File: config.mk
export PLATFORM = sky130hd
export DESIGN_NAME = router_pkt_register_flat
export DESIGN_NICKNAME = d
export VERILOG_FILES = /design/src/rtl/router_pkt_if.sv /design/src/rtl/router_pkt_register.sv /design/src/flat_wrapper.sv
export SDC_FILE = /design/constraint.sdc
export NUM_CORES = 1
export LEC_CHECK = 0
export CORE_ASPECT_RATIO = 0.7
export CORE_MARGIN = 2
export CORE_UTILIZATION = 55
export CTS_CLUSTER_SIZE = 28
export DETAILED_ROUTE_END_ITERATION = 10
export HOLD_SLACK_MARGIN = 0.06
export PLACE_DENSITY = 0.79
export SYNTH_ARGS = -nofsm -noshare
export SYNTH_HDL_FRONTEND = slang
export SYNTH_SLANG_ARGS = --single-unit
File: constraint.sdc
create_clock -name clk -period 2.8 [get_ports clk]
set_input_delay 0.28 -clock clk [delete_from_list [all_inputs] [get_ports clk]]
set_output_delay 0.28 -clock clk [all_outputs]
set_load 0.005 [all_outputs]
File: src/rtl/router_pkt_if.sv
// Source-side handshake and FIFO-side write bus of the router ingress register.
// master = packet source / FIFO bank, slave = router_pkt_register.
interface router_pkt_if #(
    parameter int DATA_WIDTH = 8,
    parameter int NUM_PORTS  = 3
);
    logic                  pkt_valid;
    logic [DATA_WIDTH-1:0] data_in;
    logic                  ready;
    logic [NUM_PORTS-1:0]  fifo_full;
    logic [NUM_PORTS-1:0]  soft_reset;
    logic [DATA_WIDTH-1:0] dout;
    logic [NUM_PORTS-1:0]  write_enb;
    logic                  lfd_state;
    logic                  busy;
    logic                  parity_err;
    logic                  pkt_drop;

    modport master (
        output pkt_valid, data_in, fifo_full, soft_reset,
        input  ready, dout, write_enb, lfd_state, busy, parity_err, pkt_drop
    );

    modport slave (
        input  pkt_valid, data_in, fifo_full, soft_reset,
        output ready, dout, write_enb, lfd_state, busy, parity_err, pkt_drop
    );
endinterface

File: src/rtl/router_pkt_register.sv
// Ingress packet register for the 1x3 router: decodes the header, writes bytes one-hot
// into the selected FIFO through a one-deep skid register, checks parity, drops bad packets.
//
//  state       | meaning
//  IDLE        | waiting for a header byte
//  PAYLOAD     | forwarding payload bytes, rem counts what is left
//  PARITY      | next accepted byte is the parity byte
//  DROP        | discarding rem bytes (bad address or abort), no writes
//  DROP_WAIT   | one stalled cycle after a soft_reset abort
module router_pkt_register #(
    parameter int DATA_WIDTH = 8,
    parameter int NUM_PORTS  = 3
) (
    input  logic             clk,
    input  logic             reset,
    router_pkt_if.slave      bus
);
    localparam int LEN_W = DATA_WIDTH - 2;
    localparam int REM_W = LEN_W + 1;

    localparam logic [2:0] S_IDLE      = 3'd0;
    localparam logic [2:0] S_PAYLOAD   = 3'd1;
    localparam logic [2:0] S_PARITY    = 3'd2;
    localparam logic [2:0] S_DROP      = 3'd3;
    localparam logic [2:0] S_DROP_WAIT = 3'd4;

    logic [2:0]            state_q, state_d;
    logic [1:0]            sel_q, sel_d;
    logic [REM_W-1:0]      rem_q, rem_d;
    logic [DATA_WIDTH-1:0] par_q, par_d;
    logic [DATA_WIDTH-1:0] dout_q, dout_d;
    logic [NUM_PORTS-1:0]  wen_q, wen_d;
    logic                  lfd_q, lfd_d;
    logic                  perr_q, perr_d;
    logic                  drop_q, drop_d;

    logic [3:0]       full_ext, srst_ext;
    logic [1:0]       hdr_addr;
    logic [LEN_W-1:0] hdr_len;
    logic             addr_ok;
    logic             hold, ready, accept;
    logic             wr, wr_hdr, abort;
    logic [1:0]       wr_sel;

    assign full_ext = 4'(bus.fifo_full);
    assign srst_ext = 4'(bus.soft_reset);
    assign hdr_addr = bus.data_in[1:0];
    assign hdr_len  = bus.data_in[DATA_WIDTH-1:2];
    assign addr_ok  = (32'(hdr_addr) < NUM_PORTS);

    // A byte sitting in the output register for a full FIFO blocks everything upstream.
    assign hold   = (|wen_q) && full_ext[sel_q];
    assign ready  = (state_q != S_DROP_WAIT) && !hold;
    assign accept = bus.pkt_valid && ready;

    always_comb begin
        state_d = state_q;
        sel_d   = sel_q;
        rem_d   = rem_q;
        par_d   = par_q;
        perr_d  = 1'b0;
        drop_d  = 1'b0;
        wr      = 1'b0;
        wr_hdr  = 1'b0;
        wr_sel  = sel_q;
        abort   = 1'b0;
        case (state_q)
            S_IDLE: begin
                if (accept) begin
                    sel_d = hdr_addr;
                    par_d = bus.data_in;
                    if (addr_ok) begin
                        wr      = 1'b1;
                        wr_hdr  = 1'b1;
                        wr_sel  = hdr_addr;
                        rem_d   = REM_W'(hdr_len);
                        state_d = (hdr_len == '0) ? S_PARITY : S_PAYLOAD;
                    end else begin
                        rem_d   = REM_W'(hdr_len) + REM_W'(1);
                        state_d = S_DROP;
                    end
                end
            end
            S_PAYLOAD, S_PARITY: begin
                if (srst_ext[sel_q]) begin
                    // a byte taken in the abort cycle is already one of the discarded ones
                    abort   = 1'b1;
                    rem_d   = accept ? rem_q : rem_q + REM_W'(1);
                    state_d = S_DROP_WAIT;
                end else if (accept) begin
                    wr = 1'b1;
                    if (state_q == S_PAYLOAD) begin
                        par_d = par_q ^ bus.data_in;
                        rem_d = rem_q - REM_W'(1);
                        if (rem_q == REM_W'(1)) state_d = S_PARITY;
                    end else begin
                        perr_d  = (bus.data_in != par_q);
                        state_d = S_IDLE;
                    end
                end
            end
            S_DROP: begin
                if (accept) begin
                    rem_d = rem_q - REM_W'(1);
                    if (rem_q == REM_W'(1)) begin
                        drop_d  = 1'b1;
                        state_d = S_IDLE;
                    end
                end
            end
            S_DROP_WAIT: begin
                if (rem_q == '0) begin
                    drop_d  = 1'b1;
                    state_d = S_IDLE;
                end else begin
                    state_d = S_DROP;
                end
            end
            default: state_d = S_IDLE;
        endcase
    end

    always_comb begin
        dout_d = dout_q;
        wen_d  = wen_q;
        lfd_d  = lfd_q;
        if (abort) begin
            wen_d = '0;
            lfd_d = 1'b0;
        end else if (!hold) begin
            if (wr) begin
                dout_d = bus.data_in;
                wen_d  = NUM_PORTS'(1) << wr_sel;
                lfd_d  = wr_hdr;
            end else begin
                wen_d = '0;
                lfd_d = 1'b0;
            end
        end
    end

    always_ff @(posedge clk) begin
        if (reset) begin
            state_q <= S_IDLE;
            sel_q   <= '0;
            rem_q   <= '0;
            par_q   <= '0;
            dout_q  <= '0;
            wen_q   <= '0;
            lfd_q   <= 1'b0;
            perr_q  <= 1'b0;
            drop_q  <= 1'b0;
        end else begin
            state_q <= state_d;
            sel_q   <= sel_d;
            rem_q   <= rem_d;
            par_q   <= par_d;
            dout_q  <= dout_d;
            wen_q   <= wen_d;
            lfd_q   <= lfd_d;
            perr_q  <= perr_d;
            drop_q  <= drop_d;
        end
    end

    assign bus.ready      = ready;
    assign bus.dout       = dout_q;
    assign bus.write_enb  = wen_q;
    assign bus.lfd_state  = lfd_q;
    assign bus.busy       = (state_q != S_IDLE);
    assign bus.parity_err = perr_q;
    assign bus.pkt_drop   = drop_q;
endmodule

File: src/flat_wrapper.sv
// flat-port wrapper written by rule: the top's interface ports become plain ports
module router_pkt_register_flat 
#(
    parameter int DATA_WIDTH = 8,
    parameter int NUM_PORTS  = 3
)
  (clk, reset, bus_pkt_valid, bus_data_in, bus_fifo_full, bus_soft_reset, bus_ready, bus_dout, bus_write_enb, bus_lfd_state, bus_busy, bus_parity_err, bus_pkt_drop);
  router_pkt_if #(.DATA_WIDTH(DATA_WIDTH), .NUM_PORTS(NUM_PORTS)) bus_i ();
  input  logic clk;
  input  logic reset;
  input wire logic [$bits(bus_i.pkt_valid)-1:0] bus_pkt_valid;
  input wire logic [$bits(bus_i.data_in)-1:0] bus_data_in;
  input wire logic [$bits(bus_i.fifo_full)-1:0] bus_fifo_full;
  input wire logic [$bits(bus_i.soft_reset)-1:0] bus_soft_reset;
  output wire logic [$bits(bus_i.ready)-1:0] bus_ready;
  output wire logic [$bits(bus_i.dout)-1:0] bus_dout;
  output wire logic [$bits(bus_i.write_enb)-1:0] bus_write_enb;
  output wire logic [$bits(bus_i.lfd_state)-1:0] bus_lfd_state;
  output wire logic [$bits(bus_i.busy)-1:0] bus_busy;
  output wire logic [$bits(bus_i.parity_err)-1:0] bus_parity_err;
  output wire logic [$bits(bus_i.pkt_drop)-1:0] bus_pkt_drop;
  assign bus_i.pkt_valid = bus_pkt_valid;
  assign bus_i.data_in = bus_data_in;
  assign bus_i.fifo_full = bus_fifo_full;
  assign bus_i.soft_reset = bus_soft_reset;
  assign bus_ready = bus_i.ready;
  assign bus_dout = bus_i.dout;
  assign bus_write_enb = bus_i.write_enb;
  assign bus_lfd_state = bus_i.lfd_state;
  assign bus_busy = bus_i.busy;
  assign bus_parity_err = bus_i.parity_err;
  assign bus_pkt_drop = bus_i.pkt_drop;
  router_pkt_register #(.DATA_WIDTH(DATA_WIDTH), .NUM_PORTS(NUM_PORTS)) u_core (.clk(clk), .reset(reset), .bus(bus_i));
endmodule
# Word-level counts from Yosys, hierarchy flattened
# Cells that the tools add are included.
# classes
bitwise	5
n_reduce_logical	19
shift	1
eq_ne	17
add_sub_neg	3
n_lt_le_gt_ge	2
mux	45
# op_table
op	count
$mux W7	7
$mux W8	4
$mux W3	9
$pmux W7 S3	1
$pmux W8 S2	1
$mux W1	13
$pmux W3 S4	1
$mux W2	5
$ne A2 B1 Y1 const B	5
$reduce_and A5 Y1	2
$ne A8 B8 Y1	1
$xor A8 B8 Y8	1
$add A6 B1 Y7 const B	1
$add A7 B1 Y7 const B	1
$eq A7 B1 Y1 const B	1
$logic_not A7 Y1	1
$sub A7 B1 Y7 const B	1
$eq A3 B2 Y1 const B	2
$logic_not A6 Y1	1
$ne A3 B1 Y1 const B	2
$ne A3 B3 Y1 const B	2
$reduce_and A6 Y1	1
$reduce_bool A3 Y1	2
$reduce_or A5 Y1	1
18 further kinds	26
# totals
inputBits	17
reg_bits	34
output_inout_bits	16
elab_cells	101

# Depth between registers and ports, before layout
# Gate-level depths: netlist (run 1).
# depth
word_depth	10
depth_mapped	8
mapped_depth_nobuf	7

# Worst setup path after synthesis (run 1)
# No wires, ideal clock.
# synth_timing
path_kind	register -> register
start	register u_core.sel_q[1]
end	register u_core.rem_q[1]
slack_ps	851
arrival_ps	1861
path_stages_with_launch	8
setup_ps	88
required_time_ps	2712
n_path_buf	1
synth_period_minus_slack_ps	1949
cell_sequence	dfxtp_1 > mux2i_1 > o211a_1 > nor2_2 > a2111oi_4 > buf_6 > a21oi_2 > a311oi_2
# synth_between
elab_chain_len	8
elab_cells_between_ends	16
cone_classes	eq/ne: 5; mux: 6; reduce/logical: 5
# synth_rtl
element	line	source
from (decl)	router_pkt_register.sv:28	logic [1:0] sel_q, sel_d;
from (signal assigned)	router_pkt_register.sv:155	sel_q <= sel_d;
$bmux W1 S2	router_pkt_register.sv:52	assign hold = (|wen_q) && full_ext[sel_q];
$mux W1 (not written as such)	router_pkt_register.sv:52	
$logic_and A1 B1 Y1	router_pkt_register.sv:52	
$logic_not A1 Y1	router_pkt_register.sv:53	assign ready = (state_q != S_DROP_WAIT) && !hold;
$logic_and A1 B1 Y1	router_pkt_register.sv:53	
$logic_and A1 B1 Y1	router_pkt_register.sv:54	assign accept = bus.pkt_valid && ready;
$ne A3 B3 Y1 (no source line), or another cell as far along	--	
$reduce_and A6 Y1 (no source line)	--	
to (signal assigned)	router_pkt_register.sv:156	rem_q <= rem_d;
to (decl)	router_pkt_register.sv:29	logic [REM_W-1:0] rem_q, rem_d;
# Parallel ways exist; a longest one is shown, timed or not. The select of a mux whose other input is x is not followed.
# A chain may end at the register's enable or synchronous reset.

# Final worst setup path (run 1)
# layout_timing
start	register u_core.sel_q[1]
end	output bus_ready
# layout_between
elab_chain_len	5
# layout_rtl
element	line	source
$bmux W1 S2	router_pkt_register.sv:52	
$mux W1 (not written as such)	router_pkt_register.sv:52	
$logic_and A1 B1 Y1	router_pkt_register.sv:52	
$logic_not A1 Y1	router_pkt_register.sv:53	
$logic_and A1 B1 Y1	router_pkt_register.sv:53	
to (decl)	flat_wrapper.sv:15	output wire logic [$bits(bus_i.ready)-1:0] bus_ready;
# No other way between the ends. The select of a mux whose other input is x is not followed.

==> impl_results.md, run 1 <==
* Outcome: completed
* CTS max path bufs at 2
* Final Max Slew Viols at 0
* Final ANT Viol Nets at 0
* Mapped cell area at 2420 um2
* Setup crit end kind: primary output
* CTS Root Cell: clkbuf_8
* Critical Path Start Type: register
* Overflow after GRT at 0
* Pin count of the biggest net entering global routing at 24
* GP Congestion at 0.961
* Worst Path Class, Setup: register to primary output
* GRT busiest layer: met2
* Reg power frac at 27.3%
* CP bufs+invs at 1
* Final Hold Viols at 0
* Drt first pass iters at 5
* Die height at 59.5 um
* Layout cells sized above 1 at 8.71%
* Diode count at 0
* Area leader, netlist: dfxtp_1
* Wire per inst at 15.8 um
* WP data arrival at 2.07 ns
* Placed cell area at 2750 um2
* Finished Cell Area at 2860 um2
* IO Count at 33
* Slowest cell on crit path: clkdlybuf4s50_1
* Clock slew at reported path FFs at 0.07 ns
* Vias/cell at 6.21
* Setup-failing EPs final at 0
* Psw at 1.58 mW
* Clock sink count at 34
* H-tree Lvls at 2
* Dpl hpwl at 4510 um
* Distinct cells, synth at 60
* RSZ-0062 raised after global routing: no
* Post-cts gate resize count at 0
* Ys Warns at 0
* Max_cap viols at 0
* Met2 Usage GRT at 39.5%
* Peak supply drop at 563 uV
* Crit path largest cell delay at 0.52 ns
* Initial Util at 56.5%
* Internal at 1.80 mW
* Nets at 354
* Total GRT Usage at 26.6%
* DRC viols at 0
* Power per cell area at 1190 nW/um2
* PortBufs at 32
* Vias in the first global route at 2130
* Num rows at 20
* Worst Max-Slew Pin Slew at 0.559 ns
* Slew headroom at 62.7%
* Required time of the critical path at 2.52 ns
* F_max at 426 MHz
* Layout Skew at 0.00807 ns
* Post-synth ARST share at 0%
* Top post-synthesis cells by count: dfxtp_1 (34), nand2_1 (34), nor2_1 (29)
* Logic gate share of total power at 59.9%
* Grt met3 use at 5.71%
* Synth Flop Type: dfxtp_1
* Post-CTS Setup Bufs at 0
* Cts hold-fix bufs at 0
* Met1 global-route usage at 38.7%
* Worst min-delay path category: register to register
* EDFF count, synth at 0
* Post-Syn Nets at 333
* Starting DRT DRC Count at 236
* Syn Area/Cell at 7.77 um2
* Wirelength, routed at 6150 um
* Worst-Skew Late Latency at 0.30 ns
* Share of the synthesized area in the top cell type at 28.2%
* Number of synthesized register bits at 34
* Switching part of the total at 46.7%
* Top post-synthesis cells by area: dfxtp_1 (28%), nand2_1 (5.3%), nor2_1 (4.5%)
* Post-Syn Instances at 311
* Core area at 4280 um2
* Initial antenna violation count at 0
* CP delay by family, top: buffers and inverters
* Crit Path Max Fanout at 7
* Clock power share at 12.8%
* Fin crit share at 83.8%
* Area grow syn2layout at 18.2%
* CP Cell Sequence: mux2i_1 -> o21a_1 -> nor2_1 -> a21oi_1 -> clkdlybuf4s50_1
* Num CTS Buffers at 5
* Sequential fraction of the synthesis area at 28.2%
* Setup TNS at 0 ns
* Die Width at 83.2 um
* DR vias at 2411
* Die ar. at 4950 um2
* Tmin final at 2.35 ns
* Global-route wire length before repair at 10500 um
* CTS tree: yes
* Leak at 1.01 nW
[area by class of cell]
class | count | area, um2
sequential | 34 | 681
inverter | 9 | 33.8
multi-input combinational | 244 | 1600
clock buffer | 8 | 110
fill | 371 | 1420
timing repair buffer | 38 | 365
tap | 55 | 68.8
[worst min-delay path: stages, from the launching register on]
cell     delay (ns)
dfxtp_1        0.32
nand2_1        0.05
o21ai_0        0.06
[kinds of logic after synthesis]
logic type                 after synthesis  synth area share [%]
muxes                                   10                  4.14
AOI/OAI and AO/OA                      101                  30.8
DFF                                     34                  28.2
buffers and inverters                   33                  5.75
and+or+nand+nor                        109                  21.7
adders and majority gates                5                  2.59
xor gates and xnor gates                19                  6.89
[registers in the layout (all words and copies together) (netlist names)]
name                   flops
u_core.state_q             3
u_core.bus.dout            8
u_core.par_q               8
u_core.bus.pkt_drop        1
u_core.rem_q               7
u_core.bus.parity_err      1
u_core.bus.lfd_state       1
u_core.sel_q               2
u_core.bus.write_enb       3
[routing by layer]
| layer | vias up | routed length [um] | share of wire, % |
|---|---|---|---|
| met5 | - | 0 | 0 |
| met1 | 1126 | 3060 | 50 |
| li1 | 1185 | - | - |
| met4 | 0 | 70 | 1.1 |
| met2 | 93 | 2550 | 41 |
| met3 | 7 | 471 | 7.7 |
[stage by stage]
step	worst slack, ns	hold slack (ns)	util (%)	power, mW	instances
after floorplan	0.851	0.416	-	2.39	311
after global placement	0.459	0.473	64.2	2.89	380
after detailed placement	0.374	0.473	64.2	2.91	380
after CTS	0.454	0.483	66.7	3.36	388
after global routing	0.307	0.525	66.7	3.66	388
final	0.453	0.479	66.7	3.39	388
[cells in the final DEF (no fill, tap or decap), drive strengths merged, types with 2 or more instances in the layout]
cell	n
nand2	34
dfxtp	34
clkdlybuf4s50	32
nor2	30
a21oi	20
o21ai	18
nand3	13
xnor2	12
o211ai	11
mux2i	10
inv	9
nand4	8
o31ai	8
clkbuf	8
a211oi	8
xor2	7
buf	6
nor3	6
ha	5
and2	4
a31oi	4
o22ai	4
o21a	3
o21bai	3
a22oi	3
nand3b	2
a21o	2
or4	2
a311oi	2
or3	2
o2111ai	2
nor4	2
a2111oi	2
or2	2
[final timing paths]
check	cells after the start	from	slack, ns	end
worst max register to register	6	u_core.sel_q[1]	0.47	u_core.par_q[5]
worst min-delay path	2	u_core.bus.write_enb[2]	0.48	u_core.bus.write_enb[2]
worst min register to register	2	u_core.bus.write_enb[2]	0.48	u_core.bus.write_enb[2]
worst max-delay path	5	u_core.sel_q[1]	0.45	bus_ready
[power by group through the flow]
stage                     Combinational (mW)  Sequential (mW)  Clock, mW
after floorplan                         1.59            0.805          0
after global placement                  1.97            0.923          0
after detailed placement                1.99            0.926          0
after CTS                               2.00            0.916      0.444
after global routing                    2.24            0.958      0.465
final                                   2.03            0.924      0.435
Note: power is estimated with default switching activity, not from simulation.
==> run 2, diff against run 1 <==
==> constraint.sdc (replaced) <==
create_clock -name clk -period 2.3 [get_ports clk]
set_input_delay 0.23 -clock clk [delete_from_list [all_inputs] [get_ports clk]]
set_output_delay 0.23 -clock clk [all_outputs]
set_load 0.005 [all_outputs]
==> run 2 against run 1 <==
Critical endpoint unchanged. Non-clock buffer count is 19 higher. Largest cell class unchanged. Largest power group unchanged. Register-to-register slack worse by 0.23 ns. Die area unchanged. Clock power up 10%. Cell area up 4.7%. Setup slack got worse by 0.32 ns.
==> impl_results.md, run 2 (synthesis gave the netlist of run 1 again) <==
* Outcome: completed
* Finished Cell Area at 2990 um2 (+4.7%)
* Required time of the critical path at 2.07 ns (-0.45 ns)
* Die ar. at 4950 um2 (unchanged)
* Layout cells sized above 1 at 14.5% (+5.8 points)
* F_max at 462 MHz
* Worst hold stages at 2 (unchanged)
* Post-CTS Setup Bufs at 0 (unchanged)
* Setup TNS at 0 ns (unchanged)
* Leak at 1.09 nW (+8.4%)
* CTS tree: yes
* DRC viols at 0 (unchanged)
* CTS Root Cell: clkbuf_8
* Final std cells w/o fill at 407 (+4.9%)
* Nets at 373 (+5.4%)
* Fin crit share at 94.0%
* FF-to-FF End: u_core.rem_q[5]
* Crit Path Max Fanout at 5 (-2)
* Critical Path Start Type: register
* Core area at 4280 um2 (unchanged)
* Commonest non-fill, non-tap cell in the layout: nand2_1
* DR vias at 2582 (+7.1%)
* Wirelength, routed at 6730 um (+9.5%)
* Worst Max-Slew Pin Slew at 0.597 ns (+0.0384 ns)
* Drt first pass iters at 5 (unchanged)
* Worst Path Class, Setup: register to primary output
* R2R Setup Slk at 0.24 ns (-0.23 ns)
* Tmin final at 2.16 ns
* Fill count at 368 (-0.81%)
* IO Count at 33 (unchanged)
* Cells after DPL at 399 (+5.0%)
* Final Hold Viols at 0 (unchanged)
* Layout Skew at 0.00327 ns (-0.00480 ns)
* Initial antenna violation count at 0 (unchanged)
* WP data arrival at 1.93 ns (-0.14 ns)
* Final ANT Viol Nets at 0 (unchanged)
* Area grow syn2layout at 23.7%
* Num CTS Buffers at 5 (unchanged)
* Worst min-delay path category: register to register
* CTS max path bufs at 2 (unchanged)
* Placed cell area at 2890 um2 (+5.2%)
* Worst-Skew Late Latency at 0.29 ns (about the same)
* Initial Util at 56.5% (unchanged)
* Layout Utilization at 69.9% (+3.1 points)
* Max_cap viols at 0 (unchanged)
* Die height at 59.5 um (unchanged)
* Diode count at 0 (unchanged)
* Num rows at 20 (unchanged)
* Total GRT Usage at 27.8% (+1.2 points)
* Overflow after GRT at 0 (unchanged)
* R2r startpoint: u_core.bus.write_enb[2]
* Global-route wire length before repair at 11000 um (+5.1%)
* Final Max Slew Viols at 0 (unchanged)
* Clock slew at reported path FFs at 0.08 ns (about the same)
* Worst r2r path cells at 7 (+1)
* PortBufs at 32 (unchanged)
* Vias in the first global route at 2271 (+6.6%)
* H-tree Lvls at 2 (unchanged)
* Setup-failing EPs final at 0 (unchanged)
* RSZ-0062 raised after global routing: no
* GP Congestion at 0.933 (-2.9%)
* Starting DRT DRC Count at 350 (+48%)
* Clock sink count at 34 (unchanged)
* Hold EP: u_core.bus.write_enb[1]
* Pin count of the biggest net entering global routing at 30 (+25%)
* Hold Crit Start: u_core.bus.write_enb[1]
* Power per cell area at 1430 nW/um2 (+21%)
* Commonest non-fill, non-tap cells in the layout: nand2_1 (34), clkdlybuf4s50_1 (32), dfxtp_1 (32), nor2_1 (29), buf_4 (25)
* Setup crit end kind: primary output
* Die Width at 83.2 um (unchanged)
* Vias/cell at 6.34 (+2.1%)
* Slew headroom at 59.8% (-2.9 points)
* Wire per inst at 16.5 um (+4.4%)
* Peak supply drop at 678 uV (+20%)
* Pwr Total at 4.29 mW (+27%)
* Dpl hpwl at 4930 um (+9.4%)
## run 2: cell count changes in the layout (fill, tap and decap cells not counted), sizes merged
cell,before,now
buf,6,25
clkbuf,8,6
clkinv,0,1
clkinvlp,0,1
## run 2: per-layer routing
| metal | part of all wire [%] | up-vias | wire length (um) | global-route usage [%] |
|---|---|---|---|---|
| li1 | - | 1222 | - | - |
| met1 | 46 | 1212 | 3100 | 39.5 |
| met2 | 44 | 136 | 2950 | 42.5 |
| met3 | 9.2 | 12 | 618 | 6.55 |
| met4 | 0.88 | 0 | 59 | 7.73 |
| met5 | 0 | - | 0 | 0 |
## run 2: cell type report
| cell class | instances | area (um2) | share of cell area [%] |
|---|---|---|---|
| inverters | 9 | 33.8 | 1.13 |
| repair buffers | 57 | 508 | 17.0 |
| well taps | 55 | 68.8 | 2.30 |
| multi-input cells | 244 | 1600 | 53.5 |
| clock buffers | 6 | 82.6 | 2.76 |
| clock inverters | 2 | 12.5 | 0.419 |
| flip-flops and latches | 34 | 683 | 22.9 |
## run 2: worst max-delay path by stage
stage / slack [ns] / endpoint / cells after the start / from
5_1_grt: 0.03 / bus_ready / 5 / u_core.sel_q[1]
3_5_place_dp: 0.05 / u_core.rem_q[5] / 8 / bus_fifo_full[2]
4_1_cts: 0.05 / bus_ready / 5 / u_core.sel_q[0]
2_1_floorplan: 0.35 / u_core.rem_q[1] / 7 / u_core.sel_q[1]
6_report: 0.14 / bus_ready / 5 / u_core.sel_q[1]
3_3_place_gp: 0.11 / u_core.rem_q[5] / 8 / bus_fifo_full[2]
## run 2: metrics by stage
step                worst slack (ns)  hold slack (ns)
floorplan                      0.351            0.366
global placement               0.111            0.472
detailed placement            0.0460            0.480
CTS                           0.0543            0.490
global route                  0.0341            0.527
finish                         0.138            0.493
## run 2: power breakdown
part,internal (mW),switching [mW]
clock network,0.241,0.239
registers,0.809,0.297
logic,1.22,1.48
## run 2: worst max-delay path: stages, from the launching register on
cell and delay (ns):
dfxtp_2 0.38, mux2i_2 0.29, o21a_1 0.18, nor2_1 0.09, a21oi_1 0.18, clkdlybuf4s50_1 0.53
## run 2: timing repair
action                     in CTS  in global routing
hold buffers                    0                  0
setup endpoints to repair       0                  1
gates resized for setup         0                  3
==> run 3, diff against run 2 <==
--- a/config.mk
+++ b/config.mk
@@ -12,6 +12,7 @@
 export DETAILED_ROUTE_END_ITERATION = 10
 export HOLD_SLACK_MARGIN = 0.06
 export PLACE_DENSITY = 0.79
+export RECOVER_POWER = 25
 export SYNTH_ARGS = -nofsm -noshare
 export SYNTH_HDL_FRONTEND = slang
 export SYNTH_SLANG_ARGS = --single-unit
==> run 3 against run 2 <==
Combinational power barely moved. Sequential cell count did not move. Sequential share of layout area did not move. Hold slack got worse by 0.00087 ns. Clock power barely moved. Critical endpoint unchanged.
==> impl_results.md, run 3 (synthesis gave the netlist of run 1 again) <==
* Core area at 4280 um2 (unchanged)
* Setup-failing EPs final at 0 (unchanged)
* GP Congestion at 0.933 (unchanged)
* Critical Path Start Type: register
* Crit Path Max Fanout at 5 (unchanged)
* Hold WS at 0.492 ns (-0.000870 ns)
* Diode count at 0 (unchanged)
* Pwr Total at 4.27 mW (-0.52%)
* Power per cell area at 1430 nW/um2 (-0.52%)
* Dpl hpwl at 4930 um (unchanged)
* Clock sink count at 34 (unchanged)
* Area grow syn2layout at 23.7% (unchanged)
* CP Cell Sequence: mux2i_2 -> o21a_1 -> nor2_1 -> a21oi_1 -> clkdlybuf4s50_1
* Initial antenna violation count at 0 (unchanged)
* Crit path largest cell delay at 0.53 ns (about the same)
* Die height at 59.5 um (unchanged)
* Die Width at 83.2 um (unchanged)
* Grt met3 use at 6.55% (unchanged)
* CP bufs+invs at 1 (unchanged)
* DRC viols at 0 (unchanged)
* Post-cts gate resize count at 0 (unchanged)
* Setup TNS at 0 ns (unchanged)
* CTS Root Cell: clkbuf_8
* H-tree Lvls at 2 (unchanged)
* Wirelength, routed at 6740 um (+0.15%)
* Cts hold-fix bufs at 0 (unchanged)
* Setup crit end kind: primary output
* Worst-Skew Late Latency at 0.29 ns (about the same)
* Fin crit share at 94.0% (about the same)
* Peak supply drop at 674 uV (-0.51%)
* Num CTS Buffers at 5 (unchanged)
* Commonest non-fill, non-tap cells in the layout: nand2_1 (34), dfxtp_1 (32), nor2_1 (29), buf_4 (25), clkdlybuf4s50_1 (20)
* GRT busiest layer: met2
* Slowest cell on crit path: clkdlybuf4s50_1
* Slew headroom at 59.9% (+0.11 points)
* Leak at 1.13 nW (+3.2%)
* Worst Path Class, Setup: register to primary output
* Outcome: completed
* Final Max Slew Viols at 0 (unchanged)
* WP data arrival at 1.93 ns (about the same)
* F_max at 462 MHz (about the same)
* Layout Skew at 0.00331 ns (+0.0000424 ns)
* Required time of the critical path at 2.07 ns (about the same)
* Layout Utilization at 69.9% (unchanged)
* PortBufs at 32 (unchanged)
* Final std cells w/o fill at 407 (unchanged)
* CTS max path bufs at 2 (unchanged)
* IO Count at 33 (unchanged)
* Tmin final at 2.16 ns (+0.000620 ns)
* Nets at 373 (unchanged)
* Layout cells sized above 1 at 14.5% (unchanged)
* CTS tree: yes
* Pin count of the biggest net entering global routing at 30 (unchanged)
* Vias in the first global route at 2271 (unchanged)
* Cells after DPL at 399 (unchanged)
* Met1 global-route usage at 39.5% (unchanged)
* Initial Util at 56.5% (unchanged)
* Worst min-delay path category: register to register
* Register Area at 683 um2 (unchanged)
* Multi-input logic area at 1600 um2 (unchanged)
* Total GRT Usage at 27.8% (unchanged)
* Max_cap viols at 0 (unchanged)
* Drt first pass iters at 5 (unchanged)
* Final ANT Viol Nets at 0 (unchanged)
* Overflow after GRT at 0 (unchanged)
* Global-route wire length before repair at 11000 um (unchanged)
* Fill count at 368 (unchanged)
* Wire per inst at 16.6 um (+0.15%)
* Vias/cell at 6.36 (+0.19%)
* Final Hold Viols at 0 (unchanged)
* Die ar. at 4950 um2 (unchanged)
* Post-CTS Setup Bufs at 0 (unchanged)
* Worst Max-Slew Pin Slew at 0.595 ns (-0.00166 ns)
* DR vias at 2587 (+0.19%)
* CP delay by family, top: buffers and inverters
* Starting DRT DRC Count at 322 (-8.0%)
* Clock slew at reported path FFs at 0.08 ns (about the same)
* Num rows at 20 (unchanged)
* Met2 Usage GRT at 42.5% (unchanged)
* RSZ-0062 raised after global routing: no
* Commonest non-fill, non-tap cell in the layout: nand2_1
run 3: area by class of cell:
cell class / instances / share of cell area [%]
inverter: 9 / 1.13
tap: 55 / 2.30
sequential: 34 / 22.9
multi-input combinational: 244 / 53.5
clock buffer: 6 / 2.76
timing repair buffer: 57 / 17.0
clock inverter: 2 / 0.419
run 3: metal layers:
metal | vias to the layer above | wire, um
met5 | - | 0
met1 | 1235 | 3150
met4 | 0 | 59
met2 | 118 | 2950
met3 | 11 | 583
li1 | 1223 | -
run 3: power by group:
| part | total, mW | internal [mW] | switching (mW) |
|---|---|---|---|
| Sequential | 1.10 | 0.809 | 0.295 |
| Clock | 0.482 | 0.241 | 0.241 |
| Combinational | 2.68 | 1.20 | 1.48 |
run 3: per-stage QoR:
stage,worst slack (ns),instance area [um2]
2_1_floorplan,0.351,2420
6_report,0.137,2990
4_1_cts,0.0543,2980
5_1_grt,0.0341,2990
3_5_place_dp,0.0460,2890
3_3_place_gp,0.111,2890
run 3: final timing paths:
check / start / to / slack, ns / cells after the start
setup reg to reg: u_core.bus.write_enb[2] / u_core.rem_q[5] / 0.24 / 7
setup / recovery: u_core.sel_q[1] / bus_ready / 0.14 / 5
hold / removal: u_core.bus.dout[5] / u_core.bus.dout[5] / 0.49 / 2
hold reg to reg: u_core.bus.dout[5] / u_core.bus.dout[5] / 0.49 / 2
run 3: worst reg2reg max path: cells and delay by family, from the launching register on:
kind	cells	cell delay (ns)
buf+inv	1	0.25
compound gates	3	0.67
simple gates	3	0.72
flops	1	0.33
